<file path="src/rtl/mdu_pkg.sv">
// Shared encodings and constants for the iterative multiply/divide sequencer.
package mdu_pkg;

    localparam int          ITER_COUNT = 32;
    localparam logic [31:0] DBZ_LO     = 32'hFFFF_FFFF;

    typedef enum logic [1:0] {
        MDU_MULT  = 2'b00,
        MDU_MULTU = 2'b01,
        MDU_DIV   = 2'b10,
        MDU_DIVU  = 2'b11
    } mdu_op_e;

    typedef enum logic [2:0] {
        S_IDLE,
        S_PREP_A,
        S_PREP_B,
        S_ITER,
        S_FIX_LO,
        S_FIX_HI,
        S_DONE
    } mdu_state_e;

endpackage

</file>
<file path="src/rtl/addsub32.sv">
// 32-bit adder/subtracter: sum = a + b, or a - b when sub is set.
module addsub32 (
    input  logic [31:0] a,
    input  logic [31:0] b,
    input  logic        sub,
    output logic [31:0] sum
);

    assign sum = a + (sub ? ~b : b) + {31'b0, sub};

endmodule

</file>
<file path="src/rtl/mdu_seq.sv">
// Iterative mult/multu/div/divu sequencer sharing one addsub32.
// Optional MDU_DBZ_FAST_EN: divide-by-zero skips the iteration states.
module mdu_seq
    import mdu_pkg::*;
#(
    parameter int WIDTH = 32
) (
    input  logic             clk,
    input  logic             rst,
    input  logic             start,
    input  logic [1:0]       op,
    input  logic [WIDTH-1:0] a,
    input  logic [WIDTH-1:0] b,
    input  logic             cancel,
    output logic             busy,
    output logic             ready,
    output logic             dbz,
    output logic [WIDTH-1:0] hi,
    output logic [WIDTH-1:0] lo
);

    if (WIDTH != 32) begin : g_width_check
        $error("mdu_seq supports WIDTH == 32 only");
    end

    mdu_state_e  state, state_n;
    logic [4:0]  cnt;
    logic [1:0]  op_q;
    logic [31:0] acc_hi, acc_lo, dvs, a_raw;
    logic        neg_lo, neg_hi, dbz_q;

    logic [31:0] add_a, add_b, sum;
    logic        add_sub;
    logic [31:0] rem_sh;
    logic        carry, borrow, div_ok;
    logic [32:0] mul_hi33;
    logic        is_div, is_sgn, sa, sb;
    logic        accept, commit;
    logic [31:0] hi_n, lo_n;

    assign is_div = op_q[1];
    assign is_sgn = ~op_q[0];
    assign sa     = is_sgn & acc_lo[31];
    assign sb     = is_sgn & dvs[31];
    assign rem_sh = {acc_hi[30:0], acc_lo[31]};
    assign accept = (state == S_IDLE) & start & ~cancel;

    addsub32 u_addsub (
        .a   (add_a),
        .b   (add_b),
        .sub (add_sub),
        .sum (sum)
    );

    always_comb begin
        add_a   = '0;
        add_b   = '0;
        add_sub = 1'b0;
        unique case (state)
            S_PREP_A: begin
                add_b   = acc_lo;
                add_sub = 1'b1;
            end
            S_PREP_B: begin
                add_b   = dvs;
                add_sub = 1'b1;
            end
            S_ITER: begin
                add_a   = is_div ? rem_sh : acc_hi;
                add_b   = dvs;
                add_sub = is_div;
            end
            S_FIX_LO: begin
                add_b   = acc_lo;
                add_sub = 1'b1;
            end
            S_FIX_HI: begin
                if (is_div) begin
                    add_b   = acc_hi;
                    add_sub = 1'b1;
                end else begin
                    // Upper half of a 64-bit negate: carry in only if LO was zero
                    add_a = ~acc_hi;
                    add_b = {31'b0, (acc_lo == 32'd0)};
                end
            end
            default: ;
        endcase
    end

    always_comb begin
        carry  = (add_a[31] & add_b[31])
               | ((add_a[31] | add_b[31]) & ~sum[31]);
        borrow = (~add_a[31] & add_b[31])
               | ((~add_a[31] | add_b[31]) & sum[31]);
        // A bit shifted out of the remainder guarantees the subtract fits
        div_ok   = acc_hi[31] | ~borrow;
        mul_hi33 = acc_lo[0] ? {carry, sum} : {1'b0, acc_hi};
    end

    always_comb begin
        hi_n = neg_hi ? sum : acc_hi;
        lo_n = acc_lo;
        if (dbz_q) begin
            hi_n = a_raw;
            lo_n = DBZ_LO;
        end
    end

    always_comb begin
        commit = (state == S_FIX_HI) & ~cancel;
`ifdef MDU_DBZ_FAST_EN
        if ((state == S_PREP_A) && dbz_q && !cancel) begin
            commit = 1'b1;
        end
`endif
    end

    always_comb begin
        state_n = state;
        unique case (state)
            S_IDLE:   if (start) state_n = S_PREP_A;
`ifdef MDU_DBZ_FAST_EN
            S_PREP_A: state_n = dbz_q ? S_DONE : S_PREP_B;
`else
            S_PREP_A: state_n = S_PREP_B;
`endif
            S_PREP_B: state_n = S_ITER;
            S_ITER:   if (cnt == 5'd0) state_n = S_FIX_LO;
            S_FIX_LO: state_n = S_FIX_HI;
            S_FIX_HI: state_n = S_DONE;
            S_DONE:   state_n = S_IDLE;
            default:  state_n = S_IDLE;
        endcase
        if (cancel) begin
            state_n = S_IDLE;
        end
    end

    always_ff @(posedge clk or posedge rst) begin
        if (rst) begin
            state <= S_IDLE;
        end else begin
            state <= state_n;
        end
    end

    always_ff @(posedge clk or posedge rst) begin
        if (rst) begin
            cnt    <= '0;
            op_q   <= '0;
            acc_hi <= '0;
            acc_lo <= '0;
            dvs    <= '0;
            a_raw  <= '0;
            neg_lo <= 1'b0;
            neg_hi <= 1'b0;
            dbz_q  <= 1'b0;
        end else begin
            unique case (state)
                S_IDLE: begin
                    if (accept) begin
                        op_q   <= op;
                        acc_hi <= '0;
                        acc_lo <= a;
                        dvs    <= b;
                        a_raw  <= a;
                        dbz_q  <= op[1] & (b == 32'd0);
                    end
                end
                S_PREP_A: begin
                    neg_lo <= sa ^ sb;
                    neg_hi <= is_div ? sa : (sa ^ sb);
                    if (sa) acc_lo <= sum;
                end
                S_PREP_B: begin
                    if (sb) dvs <= sum;
                    cnt <= 5'(ITER_COUNT - 1);
                end
                S_ITER: begin
                    cnt <= cnt - 5'd1;
                    if (is_div) begin
                        acc_hi <= div_ok ? sum : rem_sh;
                        acc_lo <= {acc_lo[30:0], div_ok};
                    end else begin
                        acc_hi <= mul_hi33[32:1];
                        acc_lo <= {mul_hi33[0], acc_lo[31:1]};
                    end
                end
                S_FIX_LO: begin
                    if (neg_lo) acc_lo <= sum;
                end
                S_FIX_HI: begin
                    if (neg_hi) acc_hi <= sum;
                end
                default: ;
            endcase
        end
    end

    always_ff @(posedge clk or posedge rst) begin
        if (rst) begin
            hi  <= '0;
            lo  <= '0;
            dbz <= 1'b0;
        end else if (commit) begin
            hi  <= hi_n;
            lo  <= lo_n;
            dbz <= dbz_q;
        end else if (accept) begin
            dbz <= 1'b0;
        end
    end

    assign busy  = (state != S_IDLE);
    assign ready = (state == S_DONE);

endmodule
</file>
<file path="config.mk">
export PLATFORM = sky130hd
export DESIGN_NAME = mdu_seq
export DESIGN_NICKNAME = d
export VERILOG_FILES = /design/src/rtl/mdu_pkg.sv /design/src/rtl/addsub32.sv /design/src/rtl/mdu_seq.sv
export SDC_FILE = /design/constraint.sdc
export NUM_CORES = 1
export LEC_CHECK = 0
export BUFFER_PORTS_ARGS = -buffer_cell sky130_fd_sc_hd__buf_2
export CAP_MARGIN = 20
export CORE_UTILIZATION = 30
export DETAILED_ROUTE_END_ITERATION = 10
export HOLD_SLACK_MARGIN = 0.12
export PLACE_DENSITY = 0.55
export RECOVER_POWER = 50
export SYNTH_ARGS = -nofsm -noshare
export SYNTH_HDL_FRONTEND = slang
export SYNTH_HIERARCHICAL = 1
export SYNTH_SLANG_ARGS = --single-unit
</file>
<file path="constraint.sdc">
create_clock -name clk -period 7.1 [get_ports clk]
set_input_delay 0.71 -clock clk [delete_from_list [all_inputs] [get_ports clk]]
set_output_delay 0.71 -clock clk [all_outputs]
set_load 0.01 [all_outputs]
</file>
Yosys cells after proc, flatten, opt, wreduce, memory -nomap -nowiden:

Cells that the tools add are included.

* bits in read-only memories: 0
* output and inout bits: 67
* memory bits (writable): 0
* register bits after elaboration: 206
* memories kept: 0
* latch bits: 0
* logic and storage cells: 101
* input port bits: 70

* equal/unequal tests: 12
* reductions and logical operators: 18
* shifts and indexed selects: 0
* $lt $le $gt $ge: 0
* multipliers: 0
* bitwise gates (word level): 23
* add/subtract/negate cells: 3
* multiplexer cells: 32
* div/mod/pow operators: 0

Operators by type and width (number)
* $mux 32: 16
* $pmux 32 s3: 2
* $pmux 32 s2: 2
* $pmux 32 s4: 1
* $logic_not 32->1: 2
* $not 32->32: 2
* $mux 33: 1
* $add 32x1->32: 1
* $add 32x32->32: 1
* $pmux 3 s6: 1
* $and 1x1->1: 10
* $pmux 5 s2: 1
* $eq 3x3->1 const B: 3
* $mux 3: 3
* $ne 2x2->1 const B: 4
* $eq 3x2->1 const B: 2
* $ne 3x3->1 const B: 2
* $reduce_and 2->1: 3
* $reduce_bool 2->1: 3
* $reduce_bool 3->1: 2
* $logic_not 5->1: 1
* $not 1->1: 5
* $or 1x1->1: 5
* $sub 5x1->5 const B: 1
* 10 further kinds: 14

Depth between registers and ports, before layout:

Gate-level depths: netlist (run 1).

* depth after elaboration: 14
* mapped depth: 22
* mapped depth without buffers: 17

By module:

Netlist (run 1), hierarchy kept.

Modules (own cells, without submodules)
* mdu_seq: cells each 1517, area an instance 12613.3 um2, times used 1, seq. area each 5154.9 um2
* addsub32: cells each 293, area an instance 2178.3 um2, times used 1, seq. area each 0.0 um2

Least setup slack after synthesis (run 1):

No wires, ideal clock.

* kind: register -> register
* start point: register op_q[1]
* end point: register acc_hi[0]
* path slack: 2.464 ns
* cell stages (with the launch flop): 22
* arrival: 4.505 ns
* buffers on the path: 7
* data required time: 6.969 ns
* clock period less this slack: 4.636 ns
* library setup time: 0.131 ns
* cells stage by stage: dfrtp_1 -> buf_2 -> buf_2 -> inv_1 -> clkbuf_1 -> a311oi_1 -> clkbuf_1 -> buf_1 -> xor2_1 -> ha_1 -> nand4_1 -> o221ai_2 -> o21ai_1 -> o41ai_2 -> a31oi_1 -> xnor2_1 -> clkbuf_1 -> inv_1 -> nor3_2 -> clkbuf_1 -> nand3b_1 -> a31oi_1

* elaborated cells on any way between the ends: 23
* those cells by class: add/sub: 2; mux: 13; bitwise: 8

RTL lines
* from (decl): line mdu_seq.sv:28 `logic [1:0] op_q;`
* from (signal assigned): line mdu_seq.sv:163 `op_q <= op;`
* $mux 1: line mdu_seq.sv:78 `if (is_div) begin`
* $pmux 1 s3 (*): line mdu_seq.sv:59 `unique case (state)`
* net add_sub: line mdu_seq.sv:33 `logic add_sub;`
* $mux 32: line addsub32.sv:9 `assign sum = a + (sub ? ~b : b) + {31'b0, sub};`
* $add 32x32->32: line addsub32.sv:9
* $add 32x1->32 (*): line addsub32.sv:9
* net sum[31]: line mdu_seq.sv:32 `logic [31:0] add_a, add_b, sum;`
* $and 1x1->1 (*): line mdu_seq.sv:95 `| ((~add_a[31] | add_b[31]) & sum[31]);`
* $or 1x1->1 (*): line mdu_seq.sv:95
* $not 1->1 (*): line mdu_seq.sv:97 `div_ok = acc_hi[31] | ~borrow;`
* $or 1x1->1 (*): line mdu_seq.sv:97
* $mux 32 (*): line mdu_seq.sv:183 `acc_hi <= div_ok ? sum : rem_sh;`
* $mux 32 (*): line mdu_seq.sv:182 `if (is_div) begin`
* $pmux 32 s3 (*): line mdu_seq.sv:160 `unique case (state)`
* to (signal assigned): line mdu_seq.sv:183
* to (signal assigned): line mdu_seq.sv:186 `acc_hi <= mul_hi33[32:1];`
* to (signal assigned): line mdu_seq.sv:194 `if (neg_hi) acc_hi <= sum;`
* to (decl): line mdu_seq.sv:29 `logic [31:0] acc_hi, acc_lo, dvs, a_raw;`

The timed path passes the listed nets; every way through them passes the cells marked *.
A chain may end at the register's enable or synchronous reset.

Final worst setup path (run 1):

* start point: register state[0]
* end point: register acc_hi[13]

* elaborated cells on any way between the ends: 33
* those cells by class: add/sub: 2; eq/ne: 6; mux: 9; bitwise: 10; reduce/logical: 6

RTL lines
* from (decl): line mdu_seq.sv:26 `mdu_state_e state, state_n;`
* from (signal assigned): line mdu_seq.sv:144 `state <= state_n;`
* $eq 3x3->1 or $eq 3x2->1 (tied branches): line mdu_seq.sv:59
* $pmux 32 s2 (*): line mdu_seq.sv:59
* net add_a[12]: line mdu_seq.sv:32
* $add 32x32->32 (*): line addsub32.sv:9
* $add 32x1->32 (*): line addsub32.sv:9
* net sum[31]: line mdu_seq.sv:32
* $and 1x1->1 (*): line mdu_seq.sv:95
* $or 1x1->1 (*): line mdu_seq.sv:95
* $not 1->1 (*): line mdu_seq.sv:97
* $or 1x1->1 (*): line mdu_seq.sv:97
* $mux 32 (*): line mdu_seq.sv:183
* $mux 32 (*): line mdu_seq.sv:182
* $pmux 32 s3 (*): line mdu_seq.sv:160

Marked as above.

==> flow_summary.json, run 1 <==
{
  "status": "finished, violations left",
  "violations": "capacitance limit, slew limit",
  "syn_area_per_cell_um2": 8.17,
  "synth-main-ff-cell": "dfrtp_1",
  "required_ps": 7560,
  "crit_path_start_kind": "flop",
  "fmax_mhz": 169,
  "place_congestion": 0.920,
  "area_delta_synth_final_pct": 12.4,
  "end_kind": "flop",
  "cp_max_fo": 31,
  "synth_seq_area_share": 0.349,
  "netlist.area_leader.share": 0.349,
  "synth-seq-cells": 206,
  "hp-class": "in -> reg",
  "dp_slack_ps": 1310,
  "die_area_mm2": 0.0502,
  "antennaDiodeCount": 0,
  "viasPerCell": 5.65,
  "synth.most_common_cell": "nor2_1",
  "ioPinCount": 137,
  "crit_arrival_ps": 6390,
  "clk_latency_ps": 560,
  "grt_pass1_wl_um": 82600,
  "antenna_found_initial": 1,
  "core_mm2": 0.0487,
  "finalCriticalPeriod_ps": 5930,
  "syn-num-nets": 1916,
  "setup_viol": 0,
  "hold_viol_final": 0,
  "use_met3": 0.0317,
  "timing.final.ws_setup_ps": 1170,
  "synth.cell_area_mm2": 0.0148,
  "syn_inst": 1810,
  "cts_buffers": 25,
  "dr.pass1.iters": 6,
  "tightest_slew_ps": 3920,
  "nets": 1939,
  "cts_tree": "built",
  "dr_total_vias": 14200,
  "track_usage": 0.208,
  "drv_slew": 211,
  "nFillCells": 5193,
  "grtUsageMet1": 0.296,
  "drive_gt1_frac": 0.124,
  "ctsResizeCount": 0,
  "port_buffers": 136,
  "routed_wl_um": 53500,
  "cts_root_buffer": "clkbuf_16",
  "clock_skew_ps": 25.6,
  "synth_area_leaders": "dfrtp_1 (35%), mux2i_1 (8.6%), nor2_1 (6.3%), nand2_1 (5.7%), a21oi_1 (5.7%)",
  "die_x_um": 224,
  "grt_overflow_total": 0,
  "placedInstanceArea_mm2": 0.0159,
  "ys.warnings.count": 6,
  "drv_cap": 3,
  "first_global_vias": 13600,
  "post_cts_buffers": 0,
  "htree_levels": 1,
  "drcViolationCount": 0,
  "met2_usage": 0.328,
  "drtIter0Drc": 1460,
  "fin_area_mm2": 0.0166,
  "post_drt_wl_per_cell_um": 21.3,
  "fin_crit_sh": 0.836,
  "clock_sinks": 206,
  "dp_hpwl_um": 37100,
  "clkTransAtPathRegs_ps": 60,
  "holdBufCountCts": 0,
  "leakage_nw": 7.33,
  "synth_edf_count": 0,
  "setup_tns_ps": 0,
  "antenna_left": 0,
  "grt.busiest_layer": "met2",
  "die_h_um": 224,
  "ctsLongestPathBuffers": 3,
  "fin_util": 0.341,
  "grt_max_degree": 98,
  "fin_cells": 2512,
  "setup.worst_path.class": "reg -> reg",
  "power_density_mw_per_mm2": 319,
  "synth_top_cell_by_area": "dfrtp_1",
  "maxSlewHeadroom": -1.63,
  "rsz0062_at_grt": "no",
  "ir_drop_uv": 177,
  "initial_core_util": 0.303,
  "rows": 81,
  "dp_cells": 2469,
  "ys_async_sr_fraction": 1.00,
  "synth.distinct_cells": 80,
  "synth_commonest_cells": "nor2_1 (247), nand2_1 (226), dfrtp_1 (206)"
}
-- metal layers --
| metal | routed length, µm | up-vias |
|---|---|---|
| li1 | - | 6550 |
| met1 | 24500 | 7005 |
| met2 | 24200 | 573 |
| met3 | 3650 | 74 |
| met4 | 1130 | 2 |
| met5 | 13 | - |
-- sequential cells by signal (all words and copies together), names as in the netlist --
name    count
acc_lo     32
op_q        2
cnt         5
neg_lo      1
a_raw      32
acc_hi     32
state       3
dvs        32
dbz_q       1
dbz         1
hi         32
lo         32
neg_hi      1
-- critical path, stage by stage, from the launching register on --
cell	delay, ps
dfrtp_1	850
nor2b_1	370
nand2_2	490
buf_4	440
nor2_1	120
a21oi_1	40
o21ai_0	290
ha_1	320
a21oi_1	230
o21ai_0	210
a221oi_2	390
o41ai_2	190
a31oi_1	300
xnor2_1	100
buf_4	180
o221ai_4	870
nand3b_1	170
a31oi_1	210
-- final timing paths --
| path | from | end | slack [ps] | cells after the start |
|---|---|---|---|---|
| setup reg to reg | state[0] | acc_hi[13] | 1170 | 17 |
| hold reg to reg | lo[24] | lo[24] | 460 | 2 |
| setup / recovery | state[0] | acc_hi[13] | 1170 | 17 |
| min in group asynchronous | rst | lo[6] | 1330 | 2 |
| max in group asynchronous | rst | dbz_q | 2740 | 3 |
| hold / removal | op[0] | op_q[0] | 400 | 2 |
-- logic make-up (layout without fill, tap and decap cells) --
| family | after synthesis | count (layout) | share of synthesized area |
|---|---|---|---|
| and+or+nand+nor | 612 | 612 | 0.180 |
| adders and majority gates | 36 | 36 | 0.0310 |
| xor gates and xnor gates | 65 | 65 | 0.0385 |
| DFF | 206 | 206 | 0.349 |
| buffers and inverters | 203 | 241 | 0.0594 |
| AOI/OAI and AO/OA | 526 | 526 | 0.229 |
| muxes | 162 | 162 | 0.113 |
-- area by class of cell --
type | instances | area, µm² | share of cell area
Clock inverter | 6 | 50.0 | 0.00301
Timing Repair Buffer | 176 | 923 | 0.0555
Inverter | 23 | 87.6 | 0.00527
Tap cell | 664 | 831 | 0.0500
Sequential cell | 206 | 5160 | 0.310
Multi-Input combinational cell | 1401 | 8840 | 0.532
Clock buffer | 36 | 737 | 0.0443
-- through the flow --
stage	power, mW	hold WS (ps)
2_1_floorplan	3.29	442
3_3_place_gp	4.00	446
3_5_place_dp	4.01	451
4_1_cts	5.28	268
5_1_grt	5.59	392
6_report	5.31	397
-- cells in the final DEF (no fill, tap or decap), types with 46 or more instances in the layout --
cell / Yosys / final
nand2_1: 226 / 225
dfrtp_1: 206 / 202
nor2_1: 247 / 244
mux2i_1: 127 / 127
o21ai_0: 120 / 120
xor2_1: 46 / 46
a221oi_1: 63 / 63
clkbuf_1: 94 / 66
a21oi_1: 167 / 167
buf_2: 44 / 74
-- power by group --
group | internal [mW] | switching [mW] | leakage (nW)
Clock | 0.719 | 0.533 | 0.385
Combinational | 0.827 | 1.39 | 4.44
Sequential | 1.44 | 0.396 | 2.51
Total | 2.99 | 2.32 | 7.33
Power figures use the tool's default switching activity.
==> run 2: changes to the inputs <==
ABC_AREA = 1   (was unset)
PLACE_DENSITY = 0.57   (was 0.55)
clock period = 5 ns   (was 7.1 ns; I/O delays follow)
==> run 2 against run 1 <==
  * The run still ends with capacitance limit, slew limit left
  * Cell count rose by 17%
  * Clock skew fell by 3.2 ps
  * Sequential share of layout area fell by 0.12 points
  * Power rose to 2.5 times the previous value
  * Routed wire length rose by 7.9%
  * Clock power rose by 52%
  * Cell area rose by 0.34%
  * Global-route usage rose by 2.2 points
  * First-iteration DRC count rose by 5.5%
  * Worst setup slack got worse by 740 ps
  * Largest power group unchanged
  * Highest routed layer is now met4
==> flow_summary.json, run 2 <==
{
  "synthAdderAreaFrac": 0.0315,
  "ioPinCount": 137,
  "hold_ws_ps": 187,
  "grt_overflow_total": 0,
  "antenna_left": 0,
  "cts_tree": "built",
  "multi_input_area_mm2": 0.00800,
  "dr.pass1.iters": 6,
  "cp_max_fo": 41,
  "nFillCells": 5164,
  "drtIter0Drc": 1540,
  "drv_slew": 208,
  "holdBufCountCts": 0,
  "synth_commonest_cells": "nand2_1 (729), o21ai_0 (273), inv_1 (229)",
  "antennaDiodeCount": 0,
  "end_kind": "flop",
  "clock_sinks": 206,
  "synth_edf_count": 0,
  "crit_family": "simple AND/OR/NAND/NOR gates",
  "hp-class": "in -> reg",
  "routed_wl_um": 57700,
  "synth.most_common_cell": "nand2_1",
  "viasPerCell": 5.30,
  "syn-num-nets": 2319,
  "post_cts_buffers": 0,
  "slowest_stage": "dfrtp_1",
  "dp_hpwl_um": 40400,
  "status": "finished, violations left",
  "synth_top_cell_by_area": "dfrtp_1",
  "dp_slack_ps": 607,
  "setup_viol": 0,
  "initial_core_util": 0.305,
  "grt_max_degree": 136,
  "synth-main-ff-cell": "dfrtp_1",
  "required_ps": 5470,
  "synthMuxAreaShare": 0.000774,
  "netlist.area_leader.share": 0.354,
  "synth.cell_area_mm2": 0.0145,
  "synth_area_leaders": "dfrtp_1 (35%), nand2_1 (19%), o21ai_0 (9.4%), inv_1 (5.9%), a21oi_1 (5.2%)",
  "ys.warnings.count": 6,
  "htree_levels": 1,
  "syn_inst": 2213,
  "setup.worst_path.class": "reg -> reg",
  "synth-simple-area-share": 0.284,
  "nets": 2405,
  "synth_compound_area_frac": 0.204,
  "cts_buffers": 24,
  "hold_viol_final": 0,
  "synth.distinct_cells": 44,
  "die_x_um": 222,
  "area_delta_synth_final_pct": 14.7,
  "die_h_um": 222,
  "violations": "capacitance limit, slew limit",
  "ys_async_sr_fraction": 1.00,
  "clock_skew_ps": 22.4,
  "path_buf_inv": 5,
  "drcViolationCount": 0,
  "ir_drop_uv": 489,
  "clk_latency_ps": 550,
  "die_area_mm2": 0.0494,
  "clkTransAtPathRegs_ps": 70,
  "rows": 80,
  "tightest_slew_ps": 3880,
  "drive_gt1_frac": 0.102,
  "fmax_mhz": 219,
  "ctsResizeCount": 0,
  "port_buffers": 136,
  "crit_arrival_ps": 5050,
  "dr_total_vias": 15500,
  "core_mm2": 0.0477,
  "leakage_nw": 8.27,
  "seqCellArea_mm2": 0.00516,
  "final_cell_mix": "nand2_1 (729), o21ai_0 (273), inv_1 (230)",
  "synth_top_family_by_area": "simple AND/OR/NAND/NOR gates",
  "final_common_cell": "nand2_1",
  "crit_path_start_kind": "flop",
  "post_drt_wl_per_cell_um": 19.7,
  "syn_area_per_cell_um2": 6.57,
  "first_global_vias": 15000,
  "crit_top_cell": "nand2_1",
  "power_density_mw_per_mm2": 797,
  "synth-seq-cells": 206,
  "rsz0062_at_grt": "no",
  "track_usage": 0.231,
  "synth_seq_area_share": 0.354,
  "maxSlewHeadroom": -1.58,
  "place_congestion": 0.949,
  "antenna_found_initial": 0,
  "grt_pass1_wl_um": 89300,
  "cts_root_buffer": "clkbuf_16",
  "fin_crit_sh": 0.915,
  "cp_slowest_stage_delay_ps": 470,
  "synthXorXnorAreaFrac": 0.0283,
  "crit_chain": "inv_1 -> nand2_1 -> nand2_1 -> buf_12 -> nand3_2 -> buf_12 -> xor2_1 -> ha_1 -> a21oi_1 -> inv_1 -> nand3_1 -> nand3_1 -> a21oi_1 -> nand3_1 -> nand2_1 -> inv_1 -> a21oi_1 -> nand2_4 -> nand2_4 -> nand2_1 -> nand2_1 -> nand2_1 -> nand3_1",
  "finalCriticalPeriod_ps": 4570,
  "setup_tns_ps": 0,
  "timing.final.ws_setup_ps": 425,
  "ctsLongestPathBuffers": 3,
  "drv_cap": 2
}
run 2: cell types whose count changed in the layout (fill, tap and decap cells not counted), moves of 32 or more:
cell and change:
a221oi_1 -63, buf_2 +33, clkbuf_1 -33, inv_1 +210, mux2_2 -33, mux2i_1 -127, nand2_1 +504, nand3_1 +53
nand3b_1 -32, nor2_1 -111, o21ai_0 +153
run 2: path summary, 6_finish.rpt:
check	startpoint	to	slack (ps)	cells past startpoint
setup / recovery	state[2]	acc_hi[18]	430	23
hold / removal	op[0]	op_q[0]	190	3
setup reg to reg	state[2]	acc_hi[18]	430	23
hold reg to reg	hi[13]	hi[13]	480	2
max in group asynchronous	rst	op_q[1]	890	3
min in group asynchronous	rst	a_raw[26]	1370	3
run 2: layer usage:
layer,vias to the layer above,share of wire,track usage
li1,7362,-,-
met2,714,0.47,0.383
met1,7304,0.42,0.307
met5,-,0,0
met4,0,0.038,0.0838
met3,130,0.072,0.0287
run 2: cell families (layout without fill, tap and decap cells):
| kind of cell | Yosys count | in the layout |
|---|---|---|
| muxes | 1 | 1 |
| and+or+nand+nor | 1017 | 1017 |
| xor gates and xnor gates | 47 | 47 |
| buffers and inverters | 361 | 462 |
| AOI/OAI and AO/OA | 545 | 545 |
| DFF | 206 | 206 |
| adders and majority gates | 36 | 36 |
run 2: worst register-to-register path, stage by stage (launching register included):
cell     delay (ps)
dfrtp_1         470
inv_1           250
nand2_1          90
nand2_1         120
buf_12          270
nand3_2         150
buf_12          220
xor2_1          210
ha_1            380
a21oi_1         280
inv_1            70
nand3_1          80
nand3_1         130
a21oi_1         270
nand3_1         110
nand2_1         150
inv_1           110
a21oi_1         250
nand2_4         160
nand2_4         420
nand2_1         120
nand2_1          90
nand2_1          50
nand3_1          60
run 2: final cells by class:
type	instances	share of cell area
Multi-Input combinational cell	1646	0.480
Sequential cell	206	0.309
Timing Repair Buffer	181	0.0615
Inverter	240	0.0541
Tap cell	615	0.0461
Clock buffer	33	0.0423
Clock inverter	8	0.00735
run 2: power breakdown:
group	internal, mW	leakage (nW)	switching (mW)
combinational	2.46	5.28	6.14
clock	1.14	0.410	0.764
sequential	2.36	2.58	0.447
run 2: per-stage QoR:
stage               cell area (µm²)  power, mW  utilization  std cells
global route                  16700       14.3        0.350       2929
CTS                           16700       13.2        0.351       2929
finish                        16700       13.3        0.350       2929
detailed placement            15900       11.3        0.333       2888
global placement              15900       11.2        0.333       2888
floorplan                     14600       8.29            -       2213
==> run 3: changes to the inputs <==
ABC_AREA = unset   (was 1)
==> run 3 against run 2 <==
  * The flow still finishes with violations (capacitance limit, slew limit)
  * Routed wire length fell by 5.2%
  * Clock skew shrank 4.6 ps
  * Sequential power down 10%
  * First-iteration DRC count down 10%
  * Critical endpoint is now acc_hi[22]
  * Largest cell class unchanged
  * Largest power group unchanged
==> flow_summary.json, run 3 (synthesized netlist as in run 1, its figures left out) <==
{
  "status": "finished, violations left",
  "violations": "capacitance limit, slew limit",
  "leakage_nw": 7.71,
  "clock_sinks": 206,
  "cp_max_fo": 6,
  "setup_viol": 0,
  "hold_viol_final": 0,
  "antenna_left": 0,
  "initial_core_util": 0.303,
  "fin_area_mm2": 0.0173,
  "crit_path_start_kind": "flop",
  "power_density_mw_per_mm2": 460,
  "clk_latency_ps": 550,
  "setup.worst_path.class": "reg -> reg",
  "dr.pass1.iters": 6,
  "antennaDiodeCount": 0,
  "crit_chain": "nor4_1 -> buf_4 -> nand4_1 -> buf_4 -> nor3_2 -> a21oi_1 -> o21ai_0 -> buf_4 -> mux2i_4 -> fa_1 -> and2b_2 -> o2111ai_4 -> a21oi_4 -> o21ai_2 -> o41ai_2 -> buf_4 -> xor2_1 -> buf_4 -> mux2i_1 -> nor2_1 -> nor2_1 -> a31oi_1",
  "clock_skew_ps": 17.9,
  "place_congestion": 0.907,
  "placedInstanceArea_mm2": 0.0165,
  "routed_wl_um": 54700,
  "drv_slew": 191,
  "track_usage": 0.213,
  "slowest_stage": "dfrtp_1",
  "hp-class": "in -> reg",
  "die_h_um": 224,
  "viasPerCell": 5.65,
  "htree_levels": 1,
  "end_kind": "flop",
  "core_mm2": 0.0487,
  "first_global_vias": 14000,
  "maxSlewHeadroom": -0.966,
  "cts_tree": "built",
  "ctsLongestPathBuffers": 3,
  "crit_arrival_ps": 5250,
  "port_buffers": 136,
  "dp_cells": 2539,
  "final_common_cell": "nor2_1",
  "rows": 81,
  "crit_family": "compound AO/OA/AOI/OAI gates",
  "antenna_found_initial": 0,
  "required_ps": 5470,
  "finalCriticalPeriod_ps": 4780,
  "fin_util": 0.356,
  "cts_root_buffer": "clkbuf_16",
  "cp_slowest_stage_delay_ps": 460,
  "fin_cells": 2585,
  "path_buf_inv": 5,
  "dr_total_vias": 14600,
  "die_x_um": 224,
  "cts_buffers": 24,
  "clkTransAtPathRegs_ps": 70,
  "nets": 2009,
  "ir_drop_uv": 238,
  "area_delta_synth_final_pct": 17.2,
  "ioPinCount": 137,
  "dp_hpwl_um": 38700,
  "drtIter0Drc": 1384,
  "final_cell_mix": "nor2_1 (244), nand2_1 (225), dfrtp_1 (200)",
  "tightest_slew_ps": 2950,
  "fmax_mhz": 209,
  "drive_gt1_frac": 0.157,
  "grt_overflow_total": 0,
  "drv_cap": 3,
  "die_area_mm2": 0.0502,
  "rsz0062_at_grt": "no",
  "drcViolationCount": 0,
  "post_drt_wl_per_cell_um": 21.2,
  "grt_pass1_wl_um": 84100,
  "crit_top_cell": "buf_4",
  "grt_max_degree": 106,
  "fin_crit_sh": 0.956
}
==> run 3: final timing paths <==
path	cells past startpoint	from	slack, ps	endpoint
hold / removal	2	a[21]	210	a_raw[21]
min in group asynchronous	3	rst	610	lo[18]
setup / recovery	22	acc_lo[15]	220	acc_hi[22]
hold reg to reg	2	lo[18]	460	lo[18]
setup reg to reg	22	acc_lo[15]	220	acc_hi[22]
max in group asynchronous	4	rst	1080	hi[9]
==> run 3: final cells by class <==
type | count | area, µm²
clock buffers | 30 | 623
clock inverters | 14 | 219
multi-input cells | 1401 | 8890
well taps | 664 | 831
repair buffers | 247 | 1520
flip-flops and latches | 206 | 5160
fillers | 5053 | 31400
inverters | 23 | 87.6
==> run 3: per-layer routing <==
layer  share of wire  vias up  global-route usage
li1                -     6696                   -
met4           0.028        0              0.0647
met1            0.45     7092               0.301
met3           0.079      111              0.0384
met5               0        -                   0
met2            0.44      694               0.328
==> run 3: through the flow <==
stage	TNS (ps)	setup slack [ps]	hold slack [ps]	total power [mW]
global route	0	5.17	193	8.39
floorplan	0	364	442	4.67
CTS	0	10.3	190	7.94
detailed placement	-99.6	-82.1	450	5.97
finish	0	218	211	7.97
global placement	-75.0	-75.0	446	5.93
==> run 3: power by group <==
group | switching, mW | internal (mW) | total [mW]
Combinational | 2.15 | 1.37 | 3.52
Clock | 0.778 | 1.15 | 1.93
Sequential | 0.471 | 2.05 | 2.52
Total | 3.40 | 4.57 | 7.97
==> run 3: what timing repair did <==
action	in CTS	in global routing
buffers inserted	0	1
hold buffers	1	0
gates resized for setup	1	13
setup endpoints to repair	2	41
pin swaps	0	1
hold endpoints to repair	18	0
==> run 3: worst register-to-register path, cell delays in order, from the launching register on <==
cell and delay [ps]:
dfrtp_1 460, nor4_1 320, buf_4 190, nand4_1 170
buf_4 190, nor3_2 230, a21oi_1 60, o21ai_0 190
buf_4 160, mux2i_4 70, fa_1 400, and2b_2 270
o2111ai_4 160, a21oi_4 200, o21ai_2 100, o41ai_2 340
buf_4 190, xor2_1 260, buf_4 170, mux2i_1 110
nor2_1 190, nor2_1 60, a31oi_1 220
